===== src/rtl/muldiv_ctrl.sv =====
// Multiply/divide sequencer for the multicycle MIPS core: owns HI/LO, drives the
// Div/Mult start levels, stalls MFHI/MFLO while busy and flags div-by-zero/timeout.
module muldiv_ctrl #(
  parameter int TIMEOUT = 40,
  parameter int W       = 32
) (
  input  logic         clk,
  input  logic         reset,
  input  logic         cmd_valid,
  input  logic [1:0]   cmd_op,
  input  logic [W-1:0] rs_val,
  input  logic [W-1:0] rt_val,
  output logic         cmd_ready,
  input  logic         rd_req,
  input  logic         rd_sel,
  output logic [W-1:0] rd_data,
  output logic         stall,
  output logic         div_start,
  output logic [W-1:0] div_a,
  output logic [W-1:0] div_b,
  input  logic         div_end,
  input  logic         div_by_zero,
  input  logic [W-1:0] div_hi,
  input  logic [W-1:0] div_lo,
  output logic         mult_start,
  output logic [W-1:0] mult_a,
  output logic [W-1:0] mult_b,
  input  logic         mult_end,
  input  logic [W-1:0] mult_hi,
  input  logic [W-1:0] mult_lo,
  output logic [W-1:0] hi,
  output logic [W-1:0] lo,
  output logic         done,
  output logic         exc_div0,
  output logic         exc_timeout
);

  localparam int CW = $clog2(TIMEOUT);
  localparam logic [CW-1:0] CNT_LAST = CW'(TIMEOUT - 1);

  typedef enum logic [1:0] {IDLE, RUN_DIV, RUN_MULT, DRAIN} state_t;

  state_t         state_q, state_d;
  logic [CW-1:0]  cnt_q, cnt_d;
  logic [W-1:0]   hi_q, hi_d, lo_q, lo_d;
  logic [W-1:0]   div_a_q, div_a_d, div_b_q, div_b_d;
  logic [W-1:0]   mult_a_q, mult_a_d, mult_b_q, mult_b_d;
  logic           div_start_q, div_start_d, mult_start_q, mult_start_d;
  logic           done_q, done_d, exc_div0_q, exc_div0_d, exc_to_q, exc_to_d;

  always_comb begin
    state_d      = state_q;
    cnt_d        = cnt_q;
    hi_d         = hi_q;
    lo_d         = lo_q;
    div_a_d      = div_a_q;
    div_b_d      = div_b_q;
    mult_a_d     = mult_a_q;
    mult_b_d     = mult_b_q;
    div_start_d  = div_start_q;
    mult_start_d = mult_start_q;
    done_d       = 1'b0;
    exc_div0_d   = 1'b0;
    exc_to_d     = 1'b0;
    case (state_q)
      IDLE: begin
        if (cmd_valid) begin
          case (cmd_op)
            2'b00: begin
              mult_a_d     = rs_val;
              mult_b_d     = rt_val;
              mult_start_d = 1'b1;
              cnt_d        = '0;
              state_d      = RUN_MULT;
            end
            2'b01: begin
              div_a_d     = rs_val;
              div_b_d     = rt_val;
              div_start_d = 1'b1;
              cnt_d       = '0;
              state_d     = RUN_DIV;
            end
            2'b10:   hi_d = rs_val;
            default: lo_d = rs_val;
          endcase
        end
      end
      RUN_DIV: begin
        // End flag wins over the watchdog when both land on the same edge.
        if (div_end) begin
          div_start_d = 1'b0;
          state_d     = DRAIN;
          if (div_by_zero) begin
            exc_div0_d = 1'b1;
          end else begin
            hi_d   = div_hi;
            lo_d   = div_lo;
            done_d = 1'b1;
          end
        end else if (cnt_q == CNT_LAST) begin
          exc_to_d    = 1'b1;
          div_start_d = 1'b0;
          state_d     = DRAIN;
        end else begin
          cnt_d = cnt_q + CW'(1);
        end
      end
      RUN_MULT: begin
        if (mult_end) begin
          hi_d         = mult_hi;
          lo_d         = mult_lo;
          done_d       = 1'b1;
          mult_start_d = 1'b0;
          state_d      = DRAIN;
        end else if (cnt_q == CNT_LAST) begin
          exc_to_d     = 1'b1;
          mult_start_d = 1'b0;
          state_d      = DRAIN;
        end else begin
          cnt_d = cnt_q + CW'(1);
        end
      end
      // One cycle with both starts low lets the unit clear its own counter.
      default: state_d = IDLE;
    endcase
  end

  always_ff @(posedge clk) begin
    if (!reset) begin
      state_q      <= IDLE;
      cnt_q        <= '0;
      hi_q         <= '0;
      lo_q         <= '0;
      div_a_q      <= '0;
      div_b_q      <= '0;
      mult_a_q     <= '0;
      mult_b_q     <= '0;
      div_start_q  <= 1'b0;
      mult_start_q <= 1'b0;
      done_q       <= 1'b0;
      exc_div0_q   <= 1'b0;
      exc_to_q     <= 1'b0;
    end else begin
      state_q      <= state_d;
      cnt_q        <= cnt_d;
      hi_q         <= hi_d;
      lo_q         <= lo_d;
      div_a_q      <= div_a_d;
      div_b_q      <= div_b_d;
      mult_a_q     <= mult_a_d;
      mult_b_q     <= mult_b_d;
      div_start_q  <= div_start_d;
      mult_start_q <= mult_start_d;
      done_q       <= done_d;
      exc_div0_q   <= exc_div0_d;
      exc_to_q     <= exc_to_d;
    end
  end

  assign cmd_ready   = (state_q == IDLE);
  assign stall       = rd_req & (state_q != IDLE);
  assign rd_data     = rd_sel ? hi_q : lo_q;
  assign div_start   = div_start_q;
  assign div_a       = div_a_q;
  assign div_b       = div_b_q;
  assign mult_start  = mult_start_q;
  assign mult_a      = mult_a_q;
  assign mult_b      = mult_b_q;
  assign hi          = hi_q;
  assign lo          = lo_q;
  assign done        = done_q;
  assign exc_div0    = exc_div0_q;
  assign exc_timeout = exc_to_q;

endmodule


===== config.mk =====
export PLATFORM = sky130hd
export DESIGN_NAME = muldiv_ctrl
export DESIGN_NICKNAME = d
export VERILOG_FILES = /design/src/rtl/muldiv_ctrl.sv
export SDC_FILE = /design/constraint.sdc
export NUM_CORES = 1
export LEC_CHECK = 0
export BUFFER_PORTS_ARGS = -buffer_cell sky130_fd_sc_hd__buf_2
export CAP_MARGIN = 5
export CELL_PAD_IN_SITES_DETAIL_PLACEMENT = 0
export CELL_PAD_IN_SITES_GLOBAL_PLACEMENT = 1
export CORE_MARGIN = 4
export CORE_UTILIZATION = 36
export CTS_BUF_LIST = sky130_fd_sc_hd__clkbuf_8
export CTS_CLUSTER_SIZE = 30
export DETAILED_ROUTE_END_ITERATION = 10
export PLACE_DENSITY_LB_ADDON = 0.15
export SYNTH_ARGS = -nofsm -noshare
export SYNTH_HDL_FRONTEND = slang
export SYNTH_SLANG_ARGS = --single-unit

===== constraint.sdc =====
create_clock -name clk -period 3.2 [get_ports clk]
set_input_delay 0.16 -clock clk [delete_from_list [all_inputs] [get_ports clk]]
set_output_delay 0.16 -clock clk [all_outputs]
set_load 0.005 [all_outputs]

# Word level (Yosys, flattened, before mapping)
# Cells that the tools add are included.
[totals]
mem_bits_rw = 0
out_inout_bits = 231
ff_bits = 205
n_memories = 0
elab_cells = 94
latchBits = 0
mem_bits_ro = 0
inputBits = 202
[op_classes]
mul = 0
shifts = 0
mux = 43
bitwise_logic = 1
eq_ne = 19
add_sub_neg = 1
div_mod_pow = 0
reduce_logical = 17
magnitude_cmp = 0
[op_table]
columns = ["operator", "n"]
rows = [
  ["two-way mux 32 bit", 11],
  ["case mux 32 bit (3 select lines)", 2],
  ["two-way mux 6 bit", 5],
  ["case mux 6 bit (3 select lines)", 1],
  ["inequality test 2 bit (second input constant)", 8],
  ["two-way mux 1 bit", 14],
  ["AND reduction 6 bit", 2],
  ["AND reduction 3 bit", 3],
  ["two-way mux 2 bit", 4],
  ["case mux 1 bit (2 select lines)", 4],
  ["AND reduction 4 bit", 2],
  ["adder 6 x 1 -> 6 bit (second input constant)", 1],
  ["== test 6 bit (second input constant)", 1],
  ["inequality test 2 x 1 -> 1 bit (second input constant)", 3],
  ["inequality test 3 bit (second input constant)", 2],
  ["case mux 2 bit (3 select lines)", 1],
  ["nonzero test 2 bit", 3],
  ["AND reduction 5 bit", 1],
  ["== test 2 x 1 -> 1 bit (second input constant)", 2],
  ["== test 2 bit (second input constant)", 2],
  ["zero test 2 bit", 2],
  ["case mux 2 bit (2 select lines)", 1],
  ["inequality test 3 x 1 -> 1 bit (second input constant)", 1],
  ["nonzero test 3 bit", 1],
  ["other kinds (4)", 4],
]

# Longest topological paths before layout
[logic_depth]
word_depth = 5
depth_mapped = 9
ltp_nobuf = 6

# Worst setup path before layout
# OpenSTA, ideal clock, no wires.
[synth_timing]
kind = "register to register"
start = "register state_q[0]"
end = "register lo_q[10], in the netlist lo[10]"
arrival_ns = 1.797
path_stages_with_launch = 9
slack_ns = 1.332
t_required_ns = 3.128
synth_period_minus_slack_ns = 1.868
setup_ns = 0.072
cell_sequence = "dfxtp_1 > inv_1 > ha_1 > clkbuf_1 > nand2b_1 > o2111ai_2 > a211oi_4 > buf_6 > mux2i_1"
[synth_via]
elab_chain_len = 3
elab_cells_between_ends = 11
[synth_rtl]
columns = ["item", "line", "rtl"]
rows = [
  ["start: declaration", "43", "state_t state_q, state_d;"],
  ["start signal: assignment", "144", "state_q <= state_d;"],
  ["== test 2 bit (tied with other cells)", "65", "case (state_q)"],
  ["inequality test 2 bit (no line) / nonzero test 3 bit (equally long branches)", "--", ""],
  ["AND reduction 6 bit (no line)", "--", ""],
  ["end signal: assignment", "147", "lo_q <= lo_d;"],
  ["end: declaration", "45", "logic [W-1:0] hi_q, hi_d, lo_q, lo_d;"],
]
# Several ways; a longest one is shown, not always the timed one.
# A chain may end at the register's enable or synchronous reset.

# Worst setup path after layout
[layout_timing]
start = "register state_q[1]"
end = "register lo_q[3], in the netlist lo[3]"
# The elaborated chain is that of the path after synthesis.

==> flow_metrics.tcl <==
set metrics [dict create \
    min_period_ns 2.38 \
    nets 1793 \
    area_growth_pct 41.5 \
    worstHoldPathCells 4 \
    drive_above_1_share_pct 34.1 \
    clockRootBuffer "clkbuf_8" \
    grt_pass1_vias 9524 \
    io-pin-count 433 \
    drt-pass1-iter-count 6 \
    maxCapViolations 0 \
    synth_largest_area_cell "dfxtp_1" \
    postCtsSetupRepairBufs 0 \
    period_share_pct 74.5 \
    die_area_sq_um 28100 \
    cp.arrival_ns 2.81 \
    dpl.hpwl_microns 25300 \
    postPlaceCellArea_sq_um 11500 \
    ff2ff_path_depth 7 \
    rsz0062_at_grt "false" \
    tightest_slew_ns 0.819 \
    clock.fmax_mhz 420 \
    grt_use_total_pct 24.1 \
    avgSynthCellArea_sq_um 8.10 \
    core_area_sq_um 25100 \
    reg2reg_from "state_q[1]" \
    clock-skew-final_ns 0.0209 \
    cts_buffer_depth 3 \
    antenna_found_initial 4 \
    cts_tree "done" \
    portBuffers 432 \
    whs_ns 0.0723 \
    syn_nets 1339 \
    clk_pin_slew_ns 0.06 \
    worstHoldEndpoint "exc_timeout" \
    htree_levels 2 \
    synthDistinctLibCells 41 \
    worst_r2r_endpoint "lo[3]" \
    drt_wl_total_microns 36000 \
    hp-class "input pin to register" \
    required_ns 3.63 \
    synth_top_cells_by_area "dfxtp_1 45%, nand2_1 17%, a21oi_1 7.2%" \
    maxSlewHeadroom_pct 45.4 \
    synthCells 1132 \
    peakVddDrop_mv 0.569 \
    place_inst 1809 \
    initial_core_util_pct 36.5 \
    cts_made_buffers 38 \
    finalSetupViolations 0 \
    regToRegSetupSlack_ns 0.82 \
    drt_first_iter_violations 620 \
    die_w_microns 168 \
    gp_congestion 0.830 \
    cts.sinks 205 \
    drcViolationCount 0 \
    crit_type "register to register" \
    layout_common_cells "431 x buf_2, 403 x nand2_1, 205 x dfxtp_1" \
    fin_cells 1944 \
    ys_warn_count 0 \
    cts_resized 0 \
    p_per_area_nw_per_um2 801 \
    min_from "div_end" \
    synth-seq-cells 205 \
    yosysTopAreaCellShare_pct 44.8 \
    ys.flop_type "dfxtp_1" \
    tns_ns 0 \
    synthArstFlopShare_pct 0 \
    grt_pass1_wl_microns 54900 \
    grt-ovfl-total 0 \
    seq_area_frac_synth_pct 44.8 \
    final_hold_viol_count 0 \
    final_area_sq_um 13000 \
    die_h_microns 168 \
    synth-edff-count 0 \
    avgRoutedWirePerCell_microns 18.5 \
    ant_nets 0 \
    viasPerCell 5.05 \
    status "completed" \
    cp-end-kind "register" \
    final_common_cell "buf_2" \
    grt_start_max_net_pins 88 \
    netlist_area_sq_um 9170 \
    power.leakage_nw 5.78 \
    insertion_delay_ns 0.52 \
    cp_max_fo 32 \
    core.rowCount 58 \
    cp-start-kind "register" \
    drv_slew 0 \
    vias 9821 \
    cts_hold_buf 67 \
]
-- state kept, by name, summed over array words and instances, names as in the netlist --
signal and cells:
exc_timeout 1, mult_start 1, mult_a 32, exc_div0 1, done 1, cnt_q 6
lo 32, hi 32, div_start 1, mult_b 32, div_a 32, state_q 2
div_b 32
-- Yosys cell counts (all sizes together), types with 2 or more instances --
library cell  count
a211oi            6
a21boi            2
a21o              2
a21oi           132
a22oi            64
a31oi             2
buf              32
clkbuf           67
dfxtp           205
ha                5
inv               7
mux2             33
mux2i            64
nand2           403
nand2b            6
nand3             6
nor2              4
nor2b             3
nor3              3
o211ai           64
o21ai             7
o221a             2
o22ai             2
-- layout make-up --
| class | instances | area [sq um] |
|---|---|---|
| Multi-Input combinational cell | 821 | 4660 |
| Sequential cell | 205 | 4100 |
| Tap cell | 330 | 413 |
| Antenna cell | 3 | 7.51 |
| Clock inverter | 14 | 85.1 |
| Fill cell | 2512 | 12100 |
| Clock buffer | 51 | 702 |
| Inverter | 7 | 28.8 |
| Timing Repair Buffer | 513 | 2970 |
-- per-stage QoR --
stage | setup WS (ns) | power [mW] | utilization [%]
after floorplan | 1.33 | 6.17 | -
after global placement | 0.932 | 7.77 | 45.8
after detailed placement | 0.836 | 7.82 | 45.8
after CTS | 0.783 | 10.5 | 51.6
after global routing | 0.653 | 11.1 | 51.6
final | 0.817 | 10.4 | 51.6
-- per-layer routing --
| layer | wire length (microns) | global-route usage [%] | vias up | share of wire, % |
|---|---|---|---|---|
| met2 | 17100 | 40.3 | 344 | 47 |
| met3 | 2510 | 6.02 | 53 | 7.0 |
| met1 | 15600 | 31.1 | 4606 | 43 |
| met5 | 16 | 0 | - | 0.044 |
| met4 | 815 | 7.06 | 2 | 2.3 |
| li1 | - | - | 4816 | - |
-- worst max-delay path by stage --
stage                     startpoint      to  slack, ns  cells past startpoint
after floorplan           state_q[0]  lo[10]       1.33                      8
after global placement    state_q[1]   lo[0]       0.93                      7
after detailed placement  state_q[1]  lo[11]       0.84                      7
after CTS                 state_q[1]   lo[3]       0.78                      7
after global routing      state_q[1]   lo[3]       0.65                      7
final                     state_q[1]   lo[3]       0.82                      7
-- kinds of logic after synthesis --
| group | after synthesis | share of synthesized area (%) |
|---|---|---|
| flip-flops | 205 | 44.8 |
| buffers and inverters | 106 | 4.83 |
| AND/OR/NAND/NOR | 429 | 18.2 |
| AO/OA/AOI/OAI | 290 | 20.4 |
| adder cells (fa/ha/maj) | 5 | 0.683 |
| multiplexers | 97 | 11.0 |
-- critical path, stage by stage, from the launching register on --
cell and delay, ns:
dfxtp_1 0.37, inv_1 0.12, ha_2 0.37, inv_2 0.15, o2111ai_2 0.21, a211oi_4 0.24, buf_4 0.54, mux2i_1 0.26
-- power by group --
group          switching [mW]  leakage, nW  total, mW  internal [mW]
logic                    2.50         3.67       4.34           1.83
clock network            1.08        0.442       2.57           1.49
registers               0.414         1.67       3.47           3.06
total                    4.00         5.78       10.4           6.39
Power figures use the tool's default switching activity.
